<file path="src/rtl/operand_entry_pkg.sv">
// Shared state encodings and sizing helpers for the operand-entry front end.
package operand_entry_pkg;

    localparam logic [1:0] S_A   = 2'd0;
    localparam logic [1:0] S_B   = 2'd1;
    localparam logic [1:0] S_F   = 2'd2;
    localparam logic [1:0] S_RUN = 2'd3;

    function automatic int cnt_width(input int debounce);
        return $clog2(debounce + 1);
    endfunction

endpackage

</file>
<file path="src/rtl/key_debounce.sv">
// Two-flop synchroniser plus stability counter for one active-low key.
// Emits a single-cycle press pulse on each accepted release-to-pressed transition.
module key_debounce
    import operand_entry_pkg::*;
#(
    parameter int debounce = 50000
) (
    input  logic clk,
    input  logic rst_n,
    input  logic key_n,
    output logic press
);

    localparam int             CW   = cnt_width(debounce);
    localparam logic [CW-1:0]  LAST = CW'(debounce - 1);

    logic          s1_q, s2_q;
    logic          stable_q;
    logic [CW-1:0] cnt_q;
    logic          press_q;

    always_ff @(posedge clk or negedge rst_n) begin
        if (!rst_n) begin
            s1_q     <= 1'b1;
            s2_q     <= 1'b1;
            stable_q <= 1'b1;
            cnt_q    <= '0;
            press_q  <= 1'b0;
        end else begin
            s1_q    <= key_n;
            s2_q    <= s1_q;
            press_q <= 1'b0;
            if (s2_q != stable_q) begin
                // The edge that would bring the count to debounce flips the level instead.
                if (cnt_q == LAST) begin
                    stable_q <= s2_q;
                    cnt_q    <= '0;
                    press_q  <= stable_q & ~s2_q;
                end else begin
                    cnt_q <= cnt_q + 1'b1;
                end
            end else begin
                cnt_q <= '0;
            end
        end
    end

    assign press = press_q;

endmodule

</file>
<file path="src/rtl/operand_entry.sv">
// Walks the user through entering A, B and the function code using enter/back keys,
// presenting registered operands and a valid flag to the downstream ALU block.
module operand_entry
    import operand_entry_pkg::*;
#(
    parameter int width    = 6,
    parameter int debounce = 50000
) (
    input  logic             clk,
    input  logic             rst_n,
    input  logic [width-1:0] sw,
    input  logic             key_enter_n,
    input  logic             key_back_n,
    output logic [width-1:0] a,
    output logic [width-1:0] b,
    output logic [2:0]       func,
    output logic             valid,
    output logic [1:0]       stage
);

    logic             enter_p, back_p;
    logic [1:0]       state_q;
    logic [width-1:0] a_q, b_q;
    logic [2:0]       func_q;
    logic             valid_q;
    logic [2:0]       sw_func;

    key_debounce #(.debounce(debounce)) u_enter (
        .clk   (clk),
        .rst_n (rst_n),
        .key_n (key_enter_n),
        .press (enter_p)
    );

    key_debounce #(.debounce(debounce)) u_back (
        .clk   (clk),
        .rst_n (rst_n),
        .key_n (key_back_n),
        .press (back_p)
    );

    generate
        if (width >= 3) begin : g_func_wide
            assign sw_func = sw[2:0];
        end else begin : g_func_narrow
            assign sw_func = {{(3 - width){1'b0}}, sw};
        end
    endgenerate

    // Coincident enter and back pulses cancel each other out.
    always_ff @(posedge clk or negedge rst_n) begin
        if (!rst_n) begin
            state_q <= S_A;
            a_q     <= '0;
            b_q     <= '0;
            func_q  <= '0;
            valid_q <= 1'b0;
        end else if (enter_p && !back_p) begin
            case (state_q)
                S_A: begin
                    a_q     <= sw;
                    state_q <= S_B;
                    valid_q <= 1'b0;
                end
                S_B: begin
                    b_q     <= sw;
                    state_q <= S_F;
                    valid_q <= 1'b0;
                end
                S_F: begin
                    func_q  <= sw_func;
                    state_q <= S_RUN;
                    valid_q <= 1'b1;
                end
                default: begin
                    state_q <= S_A;
                    valid_q <= 1'b0;
                end
            endcase
        end else if (back_p && !enter_p) begin
            valid_q <= 1'b0;
            case (state_q)
                S_A:     state_q <= S_A;
                S_B:     state_q <= S_A;
                S_F:     state_q <= S_B;
                default: state_q <= S_F;
            endcase
        end
    end

    assign a     = a_q;
    assign b     = b_q;
    assign func  = func_q;
    assign valid = valid_q;
    assign stage = state_q;

endmodule

</file>
<file path="config.mk">
export PLATFORM = sky130hd
export DESIGN_NAME = operand_entry
export DESIGN_NICKNAME = d
export VERILOG_FILES = /design/src/rtl/operand_entry_pkg.sv /design/src/rtl/key_debounce.sv /design/src/rtl/operand_entry.sv
export SDC_FILE = /design/constraint.sdc
export NUM_CORES = 1
export LEC_CHECK = 0
export ABC_CLOCK_PERIOD_IN_PS = 4400
export BUFFER_PORTS_ARGS = -buffer_cell sky130_fd_sc_hd__buf_2
export CAP_MARGIN = 20
export CELL_PAD_IN_SITES_DETAIL_PLACEMENT = 1
export CELL_PAD_IN_SITES_GLOBAL_PLACEMENT = 1
export CORE_MARGIN = 10
export CORE_UTILIZATION = 50
export CTS_CLUSTER_SIZE = 14
export DETAILED_ROUTE_END_ITERATION = 8
export PLACE_DENSITY_LB_ADDON = 0.1
export SLEW_MARGIN = 15
export SYNTH_ARGS = -nofsm -noshare
export SYNTH_HDL_FRONTEND = slang
export SYNTH_SLANG_ARGS = --single-unit
</file>
<file path="constraint.sdc">
create_clock -name clk -period 4.4 [get_ports clk]
set_input_delay 0.88 -clock clk [delete_from_list [all_inputs] [get_ports clk]]
set_output_delay 0.88 -clock clk [all_outputs]
set_load 0.02 [all_outputs]
</file>
# Yosys cells after proc, flatten, opt, wreduce, memory -nomap -nowiden
# Index checks and enable logic that the tools add are counted.
# totals
reg_bits,58
input_bits,10
# classes
n_addsub,2
n_eq_ne,6
muxes,15
bitwise_logic,4
n_reduce_logical,12
# ops
operator,count
16-bit 2-to-1 mux,4
"16-bit by 1-bit adder with 16-bit output, second input constant",2
"16-bit equality test, second input constant",2
2-bit AND reduction,5
1-bit 2-to-1 mux,7
2-bit one-hot mux with 3 select lines,1
2-bit 2-to-1 mux,2
2-bit one-hot mux with 2 select lines,1
1-bit bitwise AND,2
"2-bit by 1-bit equality test with 1-bit output, second input constant",1
"2-bit equality test, second input constant",1
1-bit logical AND,2
1-bit logical NOT,2
2-bit logical NOT,1
1-bit != test,2
1-bit NOT,2
2-bit nonzero test,1
2-bit OR reduction,1

# Logic depth before layout (Yosys ltp)
# logic_depth
word_depth,5
ltp_mapped,7
mapped_depth_nobuf,5

# Modules after synthesis
# Synthesis repeated with hierarchy kept, for this count alone.
# hier_totals
hier_cells,231
area_unflattened_um2,2738.9
# modules_own_cells
mod,instances,cells_each,area_per_inst_um2,seq_area_each_um2
key_debounce,2,89,992.2,504.2
operand_entry,1,53,754.5,450.4

# Worst setup path after synthesis
# Ideal clock, no wire load.
# synth_path
kind,reg2reg
from,register u_enter.cnt_q[13]
to,register u_enter.cnt_q[10]
setup_time_ns,0.119
arrival_ns,1.632
required_time_ns,4.281
slack_ns,2.649
path_stages_with_launch,7
n_path_buf,2
synth_period_minus_slack_ns,1.751
cell_sequence,dfrtp_1 > or4_1 > nor4_2 > or2_1 > buf_6 > buf_12 > nor2_1
# synth_between
elab_chain_len,3
# synth_lines
item,line_no,text
"start, declared",key_debounce.sv:19,logic [CW-1:0] cnt_q;
"start signal, assigned",key_debounce.sv:40,cnt_q <= cnt_q + 1'b1;
16-bit equality test,key_debounce.sv:35,if (cnt_q == LAST) begin
16-bit 2-to-1 mux,key_debounce.sv:35,
16-bit 2-to-1 mux,key_debounce.sv:33,if (s2_q != stable_q) begin
# No other way between the ends.
# A chain may end at the register's enable or synchronous reset.

# Worst setup path in the final report
# layout_path
from,register u_enter.cnt_q[13]
to,register u_enter.cnt_q[7]
# The elaborated chain is that of the path after synthesis.

==> metrics.md <==
| Metric | Value |
|---|---|
| #FFs+latches synth | `58` |
| CTS tree | `built` |
| Yosys warnings | `0` |
| Final Hold Slack | `0.3558 ns` |
| Net Sw Frac | `22.14%` |
| Clock slew at reported path FFs | `0.06 ns` |
| Share of synthesized registers carrying an async set or reset | `100.0%` |
| Worst Tran Pin Value | `0.6225 ns` |
| WP data required | `4.59 ns` |
| Final core utilization | `59.46%` |
| Placer congestion estimate | `0.7910` |
| Cell-internal power | `857.8 µW` |
| Maximum vdd drop | `333.7 µV` |
| Setup TNS | `0 ns` |
| IO buf count | `27` |
| Antenna violations before repair | `0` |
| Max_cap viols | `0` |
| Final-stage net count | `292` |
| Hold buffer count at cts | `0` |
| Worst rel slew slack | `58.50%` |
| Critical Path End Type | `flip-flop` |
| Period utilization | `46.37%` |
| Highest Signal Layer | `met4` |
| Largest net degree at the start of global routing | `38` |
| P&R area growth vs syn | `14.70%` |
| Wl on met1 | `2580 µm` |
| Area share of the largest cell type after synthesis | `49.15%` |
| Post-CTS Repair Setup Buffers | `0` |
| Die height | `92.77 µm` |
| All-Layer GR Usage | `13.43%` |
| Sequential group share of total power | `50.5%` |
| Routed wl met3 | `285 µm` |
| Avg Cell Area, Syn | `11.22 µm²` |
| CP startpoint kind | `flip-flop` |
| Syn Inst Count | `236` |
| Clock sink count | `58` |
| Status | `finished, final reports clean` |
| Via density per instance | `5.185` |
| # IOs | `28` |
| Max Freq | `0.4901 GHz` |
| Leakage Power | `1.302 nW` |
| Hold Path Depth | `0` |
| FP Rows | `26` |
| Critical Path AT | `2.23 ns` |
| Mean routed wirelength per cell | `15.31 µm` |
| Main synth FF type | `dfrtp_1` |
| Final Cell Area | `3037 µm²` |
| Starting density of the core | `51.84%` |
| Drt total wl | `5298 µm` |
| # H-tree levels | `3` |
| RSZ-0062 raised after global routing | `false` |
| Syn nets | `257` |
| DRC viols | `0` |
| Overall power | `1.102 mW` |
| Place WS | `2.325 ns` |
| DP Cell Count | `330` |
| Die X | `92.77 µm` |
| Grt total ovfl | `0` |
| Share of total power in combinational logic | `4.9%` |
| Antenna-violating nets left | `0` |
| Setup Viol. Count Final | `0` |
| Share of post-route cells with drive strength above 1 | `23.55%` |
| Register area share after synthesis | `55.10%` |
| Post-route worst setup slack | `2.360 ns` |
| Slew Limit Fails | `0` |
| Setup clock skew after layout | `0.008221 ns` |
| Die area | `8605 µm²` |
| First-pass DRT Iterations | `4` |
| Layout fillers | `560` |
| Crit Path Class | `flip-flop to flip-flop` |
| DR iter-0 viols | `51` |
| Distinct cells, synth | `33` |
| First-pass GRT wire length | `9349 µm` |
| Final min period | `2.040 ns` |
| EDFF count, synth | `0` |
| Ranking of synthesized cells by area | `dfrtp_1, xnor2_1, mux2_2` |
| Diode count | `0` |
| Synthesized cell area | `2648 µm²` |
| Synth area leader | `dfrtp_1` |
| Root buf cell | `clkbuf_8` |
| Max Root-Sink Buffers | `2` |
| # resized after CTS | `0` |
| Worst Path Max Fanout | `15` |
| Hold Vio Cnt, Final | `0` |
| Worst min path class | `flip-flop to flip-flop` |
| Net Switching | `244.0 µW` |
| Worst-Skew Late Latency | `0.33 ns` |
| Placeable Area | `5107 µm²` |
| Clock network power share | `44.6%` |
| Vias in the first global route | `1,931` |
| Num CTS Buffers | `9` |
| Placed wire-length estimate | `3604 µm` |
| Routed met2 length | `2347 µm` |
| Vias | `1,794` |
| DP Area | `2838 µm²` |
| R2R cell count | `4` |
| Pwr dens | `362.8 nW/µm²` |
| Cell Count, Final, Fillers Out | `346` |
cell type report:
| class | count | area (µm²) | share of cell area [%] |
|---|---|---|---|
| timing repair buffer | 28 | 142.6 | 4.697 |
| clock inverter | 3 | 40.04 | 1.319 |
| inverter | 15 | 56.30 | 1.854 |
| clock buffer | 13 | 158.9 | 5.233 |
| tap | 70 | 87.58 | 2.884 |
| multi-input combinational | 159 | 1092 | 35.97 |
| sequential | 58 | 1459 | 48.04 |
cells in the mapped netlist (all sizes together), types with 6 or more instances:
master / instances
dfrtp: 52
nor2: 39
xnor2: 25
inv: 15
mux2: 15
ha: 11
nand2: 11
nand3: 11
nand4: 8
nor3: 8
nor4: 8
dfstp: 6
per-layer routing:
layer	track usage, %	up-vias
met5	0	-
met4	6.170	0
met3	4.439	9
met2	19.92	39
met1	17.32	880
li1	-	866
registers in the layout, summed over array words and instances (netlist names), 2 cells and up:
register	count
b	6
func	3
u_back.cnt_q	16
a	6
u_enter.cnt_q	16
stage	2
logic make-up after synthesis:
logic type / count (synthesis) / share of synthesized area [%]
DFF: 58 / 55.10
buffers and inverters: 19 / 3.638
adders and majority gates: 11 / 5.198
and+or+nand+nor: 96 / 18.05
muxes: 17 / 7.136
AOI/OAI and AO/OA: 7 / 1.607
xor gates and xnor gates: 28 / 9.263
path summary, 6_finish.rpt:
path	from	to	slack [ns]
max	u_enter.cnt_q[13]$_DFF_PN0_	u_enter.cnt_q[7]$_DFF_PN0_	2.36
min	u_enter.s1_q$_DFF_PN1_	u_enter.s2_q$_DFF_PN1_	0.36
max reg2reg	u_enter.cnt_q[13]$_DFF_PN0_	u_enter.cnt_q[7]$_DFF_PN0_	2.36
min reg2reg	u_enter.s1_q$_DFF_PN1_	u_enter.s2_q$_DFF_PN1_	0.36
max in group asynchronous	rst_n	u_enter.s1_q$_DFF_PN1_	3.02
min in group asynchronous	rst_n	u_enter.cnt_q[6]$_DFF_PN0_	0.50
critical path, stage by stage, from the launching register on:
cell and delay [ns]:
dfrtp_1 0.41, or4_1 0.54, nor4_2 0.36, or2_1 0.49, nor2_1 0.11
placed cells by master, fill, tap and decap left out, types with 2 or more instances in the layout:
cell type	synthesis	routed
dfrtp_1	52	52
nor2_1	39	39
buf_2	1	27
xnor2_1	25	25
inv_1	15	15
mux2_2	15	15
nand3_1	11	11
nand2_1	11	11
ha_1	11	11
clkbuf_8	0	11
nand4_1	8	8
nor3_1	8	8
nor4_1	7	7
dfstp_2	6	6
xor2_1	3	3
o21ai_0	3	3
nor4bb_1	2	2
nand2b_1	2	2
mux2i_1	2	2
clkbuf_1	1	2
clkinv_2	0	2
power by group through the flow:
| stage | clock network [mW] | logic, mW | registers, mW |
|---|---|---|---|
| 4_1_cts | 0.503 | 0.0560 | 0.557 |
| 3_3_place_gp | 0 | 0.0547 | 0.566 |
| 5_1_grt | 0.535 | 0.0616 | 0.559 |
| 2_1_floorplan | 0 | 0.0213 | 0.574 |
| 3_5_place_dp | 0 | 0.0557 | 0.566 |
| 6_report | 0.491 | 0.0540 | 0.557 |
Power figures use the tool's default switching activity.
